**config.mk**
```make
export PLATFORM = sky130hd
export DESIGN_NAME = riscv_mem
export DESIGN_NICKNAME = d
export VERILOG_FILES = /design/src/rtl/riscv_pkg.sv /design/src/rtl/riscv_ld_align.sv /design/src/rtl/riscv_mem.sv
export SDC_FILE = /design/constraint.sdc
export NUM_CORES = 1
export LEC_CHECK = 0
export ABC_AREA = 1
export CORE_MARGIN = 2
export CORE_UTILIZATION = 45
export CTS_CLUSTER_SIZE = 12
export DETAILED_ROUTE_END_ITERATION = 10
export GPL_TIMING_DRIVEN = 0
export MAX_ROUTING_LAYER = met4
export PLACE_DENSITY = 0.82
export SLEW_MARGIN = 20
export SYNTH_ARGS = -nofsm -noshare
export SYNTH_HDL_FRONTEND = slang
export SYNTH_HIERARCHICAL = 1
export SYNTH_SLANG_ARGS = --single-unit
```
**constraint.sdc**
```tcl
create_clock -name clk -period 1.6 [get_ports clk]
set_input_delay 0.24 -clock clk [delete_from_list [all_inputs] [get_ports clk]]
set_output_delay 0.24 -clock clk [all_outputs]
set_load 0.1 [all_outputs]
```
**src/rtl/riscv_pkg.sv**
```systemverilog
// Shared RISC-V constants and types for the pipeline stages.
// Holds instruction encodings, exception widths and the MEM-stage state enum.
package riscv_pkg;

  localparam int ILEN           = 32;
  localparam int EXCEPTION_SIZE = 16;

  localparam logic [ILEN-1:0] INSTR_NOP = 32'h0000_0013;

  localparam logic [6:0] OPC_LOAD  = 7'b0000011;
  localparam logic [6:0] OPC_STORE = 7'b0100011;

  localparam logic [2:0] F3_LB  = 3'b000;
  localparam logic [2:0] F3_LH  = 3'b001;
  localparam logic [2:0] F3_LW  = 3'b010;
  localparam logic [2:0] F3_LD  = 3'b011;
  localparam logic [2:0] F3_LBU = 3'b100;
  localparam logic [2:0] F3_LHU = 3'b101;
  localparam logic [2:0] F3_LWU = 3'b110;

  localparam int EXC_LD_MISALIGNED = 4;
  localparam int EXC_ST_MISALIGNED = 6;

  typedef enum logic [1:0] {
    IDLE  = 2'd0,
    WAIT  = 2'd1,
    DONE  = 2'd2,
    DRAIN = 2'd3
  } mem_state_t;

  function automatic logic is_mem_op(input logic [6:0] opcode);
    return (opcode == OPC_LOAD) || (opcode == OPC_STORE);
  endfunction

endpackage

```
**src/rtl/riscv_ld_align.sv**
```systemverilog
// Load-data aligner: selects the addressed lane of the raw bus word and sign/zero-extends it.
// Purely combinational; no latency, no flow control.
module riscv_ld_align
  import riscv_pkg::*;
#(
  parameter int XLEN = 32,
  parameter int OFFW = (XLEN == 64) ? 3 : 2
) (
  input  logic [XLEN-1:0] dmem_q,
  input  logic [OFFW-1:0] offset,
  input  logic [2:0]      funct3,
  output logic [XLEN-1:0] q
);

  logic [XLEN-1:0] sh;

  // Halfword and word lanes drop the low offset bits, so shifting by the
  // full byte offset lands every lane at bit 0.
  assign sh = dmem_q >> {offset, 3'b000};

  always_comb begin
    q = sh;
    case (funct3)
      F3_LB:   q = XLEN'($signed(sh[7:0]));
      F3_LBU:  q = XLEN'(sh[7:0]);
      F3_LH:   q = XLEN'($signed(sh[15:0]));
      F3_LHU:  q = XLEN'(sh[15:0]);
      F3_LW:   q = XLEN'($signed(sh[31:0]));
      F3_LWU:  q = XLEN'(sh[31:0]);
      default: q = sh;
    endcase
  end

endmodule

```
**src/rtl/riscv_mem.sv**
```systemverilog
// MEM stage: registers EX results, waits for each data-memory ack and returns aligned load data.
// Load data appears one cycle after dmem_ack; mem_stall holds EX while an access is outstanding or WB stalls.
module riscv_mem
  import riscv_pkg::*;
#(
  parameter int              XLEN    = 32,
  parameter logic [XLEN-1:0] PC_INIT = 'h200
) (
  input  logic                      clk,
  input  logic                      rstn,
  input  logic                      wb_stall,
  output logic                      mem_stall,
  input  logic [XLEN-1:0]           ex_pc,
  input  logic                      ex_bubble,
  input  logic [ILEN-1:0]           ex_instr,
  input  logic [EXCEPTION_SIZE-1:0] ex_exception,
  input  logic [XLEN-1:0]           ex_r,
  input  logic                      dmem_ack,
  input  logic [XLEN-1:0]           dmem_q,
  input  logic                      st_flush,
  input  logic                      du_flush,
  output logic [XLEN-1:0]           mem_pc,
  output logic [ILEN-1:0]           mem_instr,
  output logic                      mem_bubble,
  output logic [EXCEPTION_SIZE-1:0] mem_exception,
  output logic [XLEN-1:0]           mem_r
);

  localparam int OFFW = (XLEN == 64) ? 3 : 2;

  mem_state_t      state, state_nxt;
  logic [XLEN-1:0] r_q, ld_data, ld_aligned;
  logic            bubble_q, flush, ex_mem_op, capture, is_load, ld_latch;

  assign flush     = st_flush | du_flush;
  assign capture   = ~mem_stall;
  assign ex_mem_op = is_mem_op(ex_instr[6:0]) & ~ex_bubble & ~(|ex_exception);
  assign is_load   = (mem_instr[6:0] == OPC_LOAD);

  riscv_ld_align #(.XLEN(XLEN), .OFFW(OFFW)) u_ld_align (
    .dmem_q (dmem_q),
    .offset (r_q[OFFW-1:0]),
    .funct3 (mem_instr[14:12]),
    .q      (ld_aligned)
  );

  // A flush on the capture edge kills the incoming op, so it never waits.
  always_comb begin
    state_nxt = state;
    mem_stall = wb_stall;
    ld_latch  = 1'b0;
    case (state)
      IDLE, DONE: begin
        if (capture) state_nxt = (ex_mem_op & ~flush) ? WAIT : IDLE;
      end
      WAIT: begin
        mem_stall = 1'b1;
        if (dmem_ack) begin
          ld_latch  = is_load & ~flush;
          state_nxt = flush ? IDLE : DONE;
        end else if (flush) begin
          state_nxt = DRAIN;
        end
      end
      DRAIN: begin
        mem_stall = 1'b1;
        if (dmem_ack) state_nxt = IDLE;
      end
      default: state_nxt = IDLE;
    endcase
  end

  always_ff @(posedge clk or negedge rstn) begin
    if (!rstn) state <= IDLE;
    else       state <= state_nxt;
  end

  always_ff @(posedge clk or negedge rstn) begin
    if (!rstn) begin
      mem_pc        <= PC_INIT;
      mem_instr     <= INSTR_NOP;
      bubble_q      <= 1'b1;
      mem_exception <= '0;
      r_q           <= '0;
      ld_data       <= '0;
    end else begin
      if (capture) begin
        mem_pc        <= ex_pc;
        mem_instr     <= ex_instr;
        r_q           <= ex_r;
        bubble_q      <= ex_bubble;
        mem_exception <= ex_exception;
      end
      if (flush) begin
        bubble_q      <= 1'b1;
        mem_exception <= '0;
      end
      if (ld_latch) ld_data <= ld_aligned;
    end
  end

  assign mem_bubble = bubble_q | (state == DRAIN);
  assign mem_r      = (state == DONE && is_load) ? ld_data : r_q;

endmodule

```
# == Word-level counts from Yosys, hierarchy flattened ==
# Index checks and enable logic that the tools add are counted.
# word_totals
regBits,147
latch_bits,0
mem_bits_rw,0
rom_bits,0
input_bits,151
output_inout_bits,114
word_cells,54
n_memories,0
# op_classes
addsub,0
multipliers,0
n_div,0
magnitude_cmp,0
eq_ne,13
n_shift,1
n_mux,16
bitwise_logic,9
reduce_logical,8
# ops
cell,n
32-bit case mux with 4 select lines,1
16-bit 2-to-1 mux,2
32-bit 2-to-1 mux,1
32-bit by 5-bit right shift with 32-bit output,1
16-bit OR reduction,1
"7-bit by 2-bit == test with 1-bit output, second input constant",2
2-bit 2-to-1 mux,5
"7-bit by 6-bit == test with 1-bit output, second input constant",1
"3-bit == test, second input constant",2
1-bit 2-to-1 mux,6
2-bit case mux with 3 select lines,1
1-bit bitwise AND,4
"2-bit == test, second input constant",2
"2-bit inequality test, second input constant",2
2-bit OR reduction,2
"3-bit by 1-bit == test with 1-bit output, second input constant",1
3-bit zero test,1
"3-bit inequality test, second input constant",1
1-bit NOT,3
3-bit AND reduction,1
"2-bit by 1-bit == test with 1-bit output, second input constant",1
2-bit zero test,1
"2-bit by 1-bit inequality test with 1-bit output, second input constant",1
1-bit OR,2
other kinds (2),2

# == Logic depth before layout (Yosys ltp) ==
# logic_depth
word_depth,8
ltp_mapped,10
mapped_depth_nobuf,8

# == Hierarchy ==
# The synthesis kept the hierarchy.
# modules_own_cells
module,instances,cells_each,area_each_um2,seq_area_each_um2
riscv_mem,1,772,6192.2,3684.8
riscv_ld_align,1,165,810.8,0.0

# == Worst setup path before layout ==
# Ideal clock, no wire load.
# synth_timing
path_type,register to output
from,register state[0]
to,output port mem_bubble
arrival_ns,2.602
required_ns,1.360
path_slack_ns,-1.242
path_stages_with_launch,3
n_path_buf,0
path_cell_list,dfrtp_1 > inv_1 > o21ai_0
# synth_between
elab_chain_cells,2
# synth_rtl
item,line_no,source
"start, declared",riscv_mem.sv:31,"mem_state_t state, state_nxt;"
"start signal, assigned",riscv_mem.sv:75,else state <= state_nxt;
2-bit == test,riscv_mem.sv:102,assign mem_bubble = bubble_q | (state == DRAIN);
1-bit OR,riscv_mem.sv:102,
"end, declared",riscv_mem.sv:24,"output logic mem_bubble,"
# No other way between the ends.

# == Worst setup path in the final report ==
# layout_timing
from,register mem_instr[0]
to,output port mem_r[14]
# layout_between
elab_chain_cells,3
# layout_rtl
item,line_no,source
"start, declared",riscv_mem.sv:23,"output logic [ILEN-1:0] mem_instr,"
"start signal, assigned",riscv_mem.sv:89,mem_instr <= ex_instr;
7-bit by 2-bit == test with 1-bit output,riscv_mem.sv:38,assign is_load = (mem_instr[6:0] == OPC_LOAD);
1-bit logical AND,riscv_mem.sv:103,assign mem_r = (state == DONE && is_load) ? ld_data : r_q;
32-bit 2-to-1 mux,riscv_mem.sv:103,
"end, declared",riscv_mem.sv:26,output logic [XLEN-1:0] mem_r
# No other way between the ends.

==> run_results.csv <==
group,metric,value,unit
timing,slew_headroom,34.7,%
setup_path,rr_startpoint,"mem_instr[0]$_DFFE_PN1N_",
grt,antenna_found_initial,1,
timing,timing.final.crit_share,142,%
setup_path,critPathMaxFanout,8,
layout,final_cell_area,0.0120,mm²
setup_path,cp.required,1360,ps
clock_tree,cts.sinks,147,
detailed_routing,drtPass1Iterations,6,
yosys,yosys_warnings,6,
clock_tree,htree_levels,4,
grt,grt_pass1_wl,37.2,mm
detailed_routing,vias_per_cell,5.21,
yosys,avgSynthCellArea,7.47,µm²
yosys,synth_fp_nets,1088,
detailed_routing,drtAntennaViolNets,0,
floorplanning,io_pins,265,
power_and_ir_drop,p_leak,0.00590,µW
detailed_routing,drt_wl_total,25.5,mm
timing,clock.fmax,441,MHz
timing,fin_ws,-666,ps
floorplanning,die_h,129,µm
detailed_routing,drt_iter0_drc,708,
clock_tree,clock_path_buffers,2,
setup_path,slowest_stage,"dfstp_4",
timing,setup_viol,38,
timing,slew_violations,0,
layout,final_nets,1389,
yosys,synthesis.area,0.00700,mm²
timing,period_minus_slack,2270,ps
place,port-buffer-count,264,
layout,layout_commonest_cell,"nand2_1",
setup_path,critPathLaunchType,"flop",
clock_tree,cts-root-buf,"clkbuf_16",
setup_path,startpoint,"mem_instr[0]$_DFFE_PN1N_",
floorplanning,fp.dieArea,0.0166,mm²
setup_path,worstPathArrival,2030,ps
grt,grt_usage,30.4,%
setup_path,path_cells,"nand3_4 -> nor2_4 -> buf_12 -> clkbuf_16 -> nand3_4 -> nand2_8 -> buf_12",
detailed_routing,drc,0,
place,post-dp-hpwl,16.9,mm
yosys,syn_inst,937,
clock_tree,cts_buffers,17,
run_status,status,"complete, but fails checks",
grt,grt_max_degree,100,
timing,setup_tns,-20930,ps
power_and_ir_drop,p_total,12000,µW
place,place.gp.congestion,0.912,
floorplanning,start_util,46.1,%
floorplanning,die_x,129,µm
yosys,yosys.cell_types.count,23,
clock_tree,clkLatencyLatePin,430,ps
layout,final_layout_size_suffix_gt1_share,27.4,%
place,place_ws,-1770,ps
clock_tree,clkTransAtPathRegs,60,ps
grt,grt_pass1_vias,7334,
setup_path,cp_top_family,"flip-flops",
setup_path,critical_path.max_stage_delay,640,ps
detailed_routing,wl_per_cell,17.7,µm
setup_path,worstSetupPathType,"flop to primary output",
timing,finalHoldViolCount,0,
place,dpl-instance-area,0.0106,mm²
clock_tree,tritoncts,"yes",
setup_path,cp-end-kind,"primary output",
run_status,violations,"setup timing",
yosys,ys_seq_area_share,52.6,%
floorplanning,core-area,0.0152,mm²
floorplanning,rows,45,
layout,area_growth,71.3,%
timing,rsz0062_at_grt,"yes",
power_and_ir_drop,p_per_area,1000,mW/mm²
yosys,ys_ff_latch,147,
layout,final_cell_mix,"466 x nand2_1, 149 x clkdlybuf4s50_1, 134 x dfrtp_1",
power_and_ir_drop,peakVddDrop,0.765,mV
min_path,min_path_type,"primary input to asynchronous set/reset pin",
detailed_routing,vias,7505,
timing,skew,5.33,ps
layout,final-instance-count-excl-fill,1440,
timing,tightest_slew,983,ps
grt,overflow,0,
place,dp_cells,1390,
setup_path,rrSetupSlack,-20,ps
setup_path,timing.critical_path.buf_inv,3,
run,cap_violations,0,
metrics by stage:
| step | hold WS [ps] | utilization, % |
|---|---|---|
| 6_report | 320 | 78.9 |
| 5_1_grt | 344 | 78.9 |
| 4_1_cts | 316 | 77.2 |
| 3_5_place_dp | 168 | 69.4 |
| 3_3_place_gp | 450 | 69.2 |
| 2_1_floorplan | -55.6 | - |
power breakdown:
part | switching (µW) | total [µW] | internal [µW]
registers | 161 | 4140 | 3980
clock network | 1630 | 3800 | 2170
logic | 2830 | 4060 | 1230
metal layers:
metal  track usage, %  up-vias  routed length [µm]
met5                -        -                   0
met4             11.4        0                 748
met3             8.65       62                2160
met2             51.1      356               13300
met1             34.7     3559                9380
li1                 -     3528                   -
final cells by class:
| type | count | area, µm² |
|---|---|---|
| Multi-Input combinational cell | 711 | 3870 |
| Sequential cell | 147 | 3710 |
| Fill cell | 1017 | 3210 |
| Timing Repair Buffer | 283 | 3060 |
| Buffer | 54 | 465 |
| Clock buffer | 19 | 443 |
| Tap cell | 188 | 235 |
| Clock inverter | 13 | 110 |
| Inverter | 24 | 95.1 |
| Antenna cell | 1 | 2.50 |
logic make-up (layout without fill, tap and decap cells):
| family | after synthesis | after routing | share of synthesized area [%] |
|---|---|---|---|
| AO/OA/AOI/OAI | 47 | 47 | 3.43 |
| buffers and inverters | 79 | 393 | 5.50 |
| flip-flops | 147 | 147 | 52.6 |
| other | 0 | 1 | 0 |
| AND/OR/NAND/NOR | 664 | 664 | 38.4 |
synthesized netlist by cell type (all sizes together):
master / number / area [µm²]
clkbuf: 16 / 60.1
and2: 1 / 6.26
buf: 39 / 233
nand2: 527 / 1990
dfstp: 5 / 131
nand3: 100 / 538
a21oi: 20 / 100
o21ai: 25 / 125
dfrtp: 142 / 3550
o211ai: 1 / 7.51
nor2: 36 / 163
o21bai: 1 / 7.51
inv: 24 / 92.6
path summary, 6_finish.rpt:
kind | end | depth (start not counted)
worst max register to register | ld_data[28]$_DFFE_PN0P_ | 8
max in group asynchronous | mem_instr[13]$_DFFE_PN0N_ | 3
worst min register to register | mem_instr[10]$_DFFE_PN0N_ | 2
worst max-delay path | mem_r[14] | 7
min in group clk | mem_instr[26]$_DFFE_PN0N_ | 3
worst min-delay path | r_q[22]$_DFFE_PN0N_ | 2
state kept, by name, indices dropped and copies added, names as in the netlist:
register and cells:
mem_exception 16, mem_pc 32, r_q 32, mem_instr 32
state 2, bubble_q 1, ld_data 32
timing repair:
action / in CTS / in global routing
pin swaps: 3 / 21
setup endpoints to repair: 202 / 173
gates resized for setup: 649 / 172
setup buffers: 4 / 9
hold buffers: 1 / 0
hold endpoints to repair: 45 / 0
cloned: 1 / 4
Note: power is estimated with default switching activity, not from simulation.
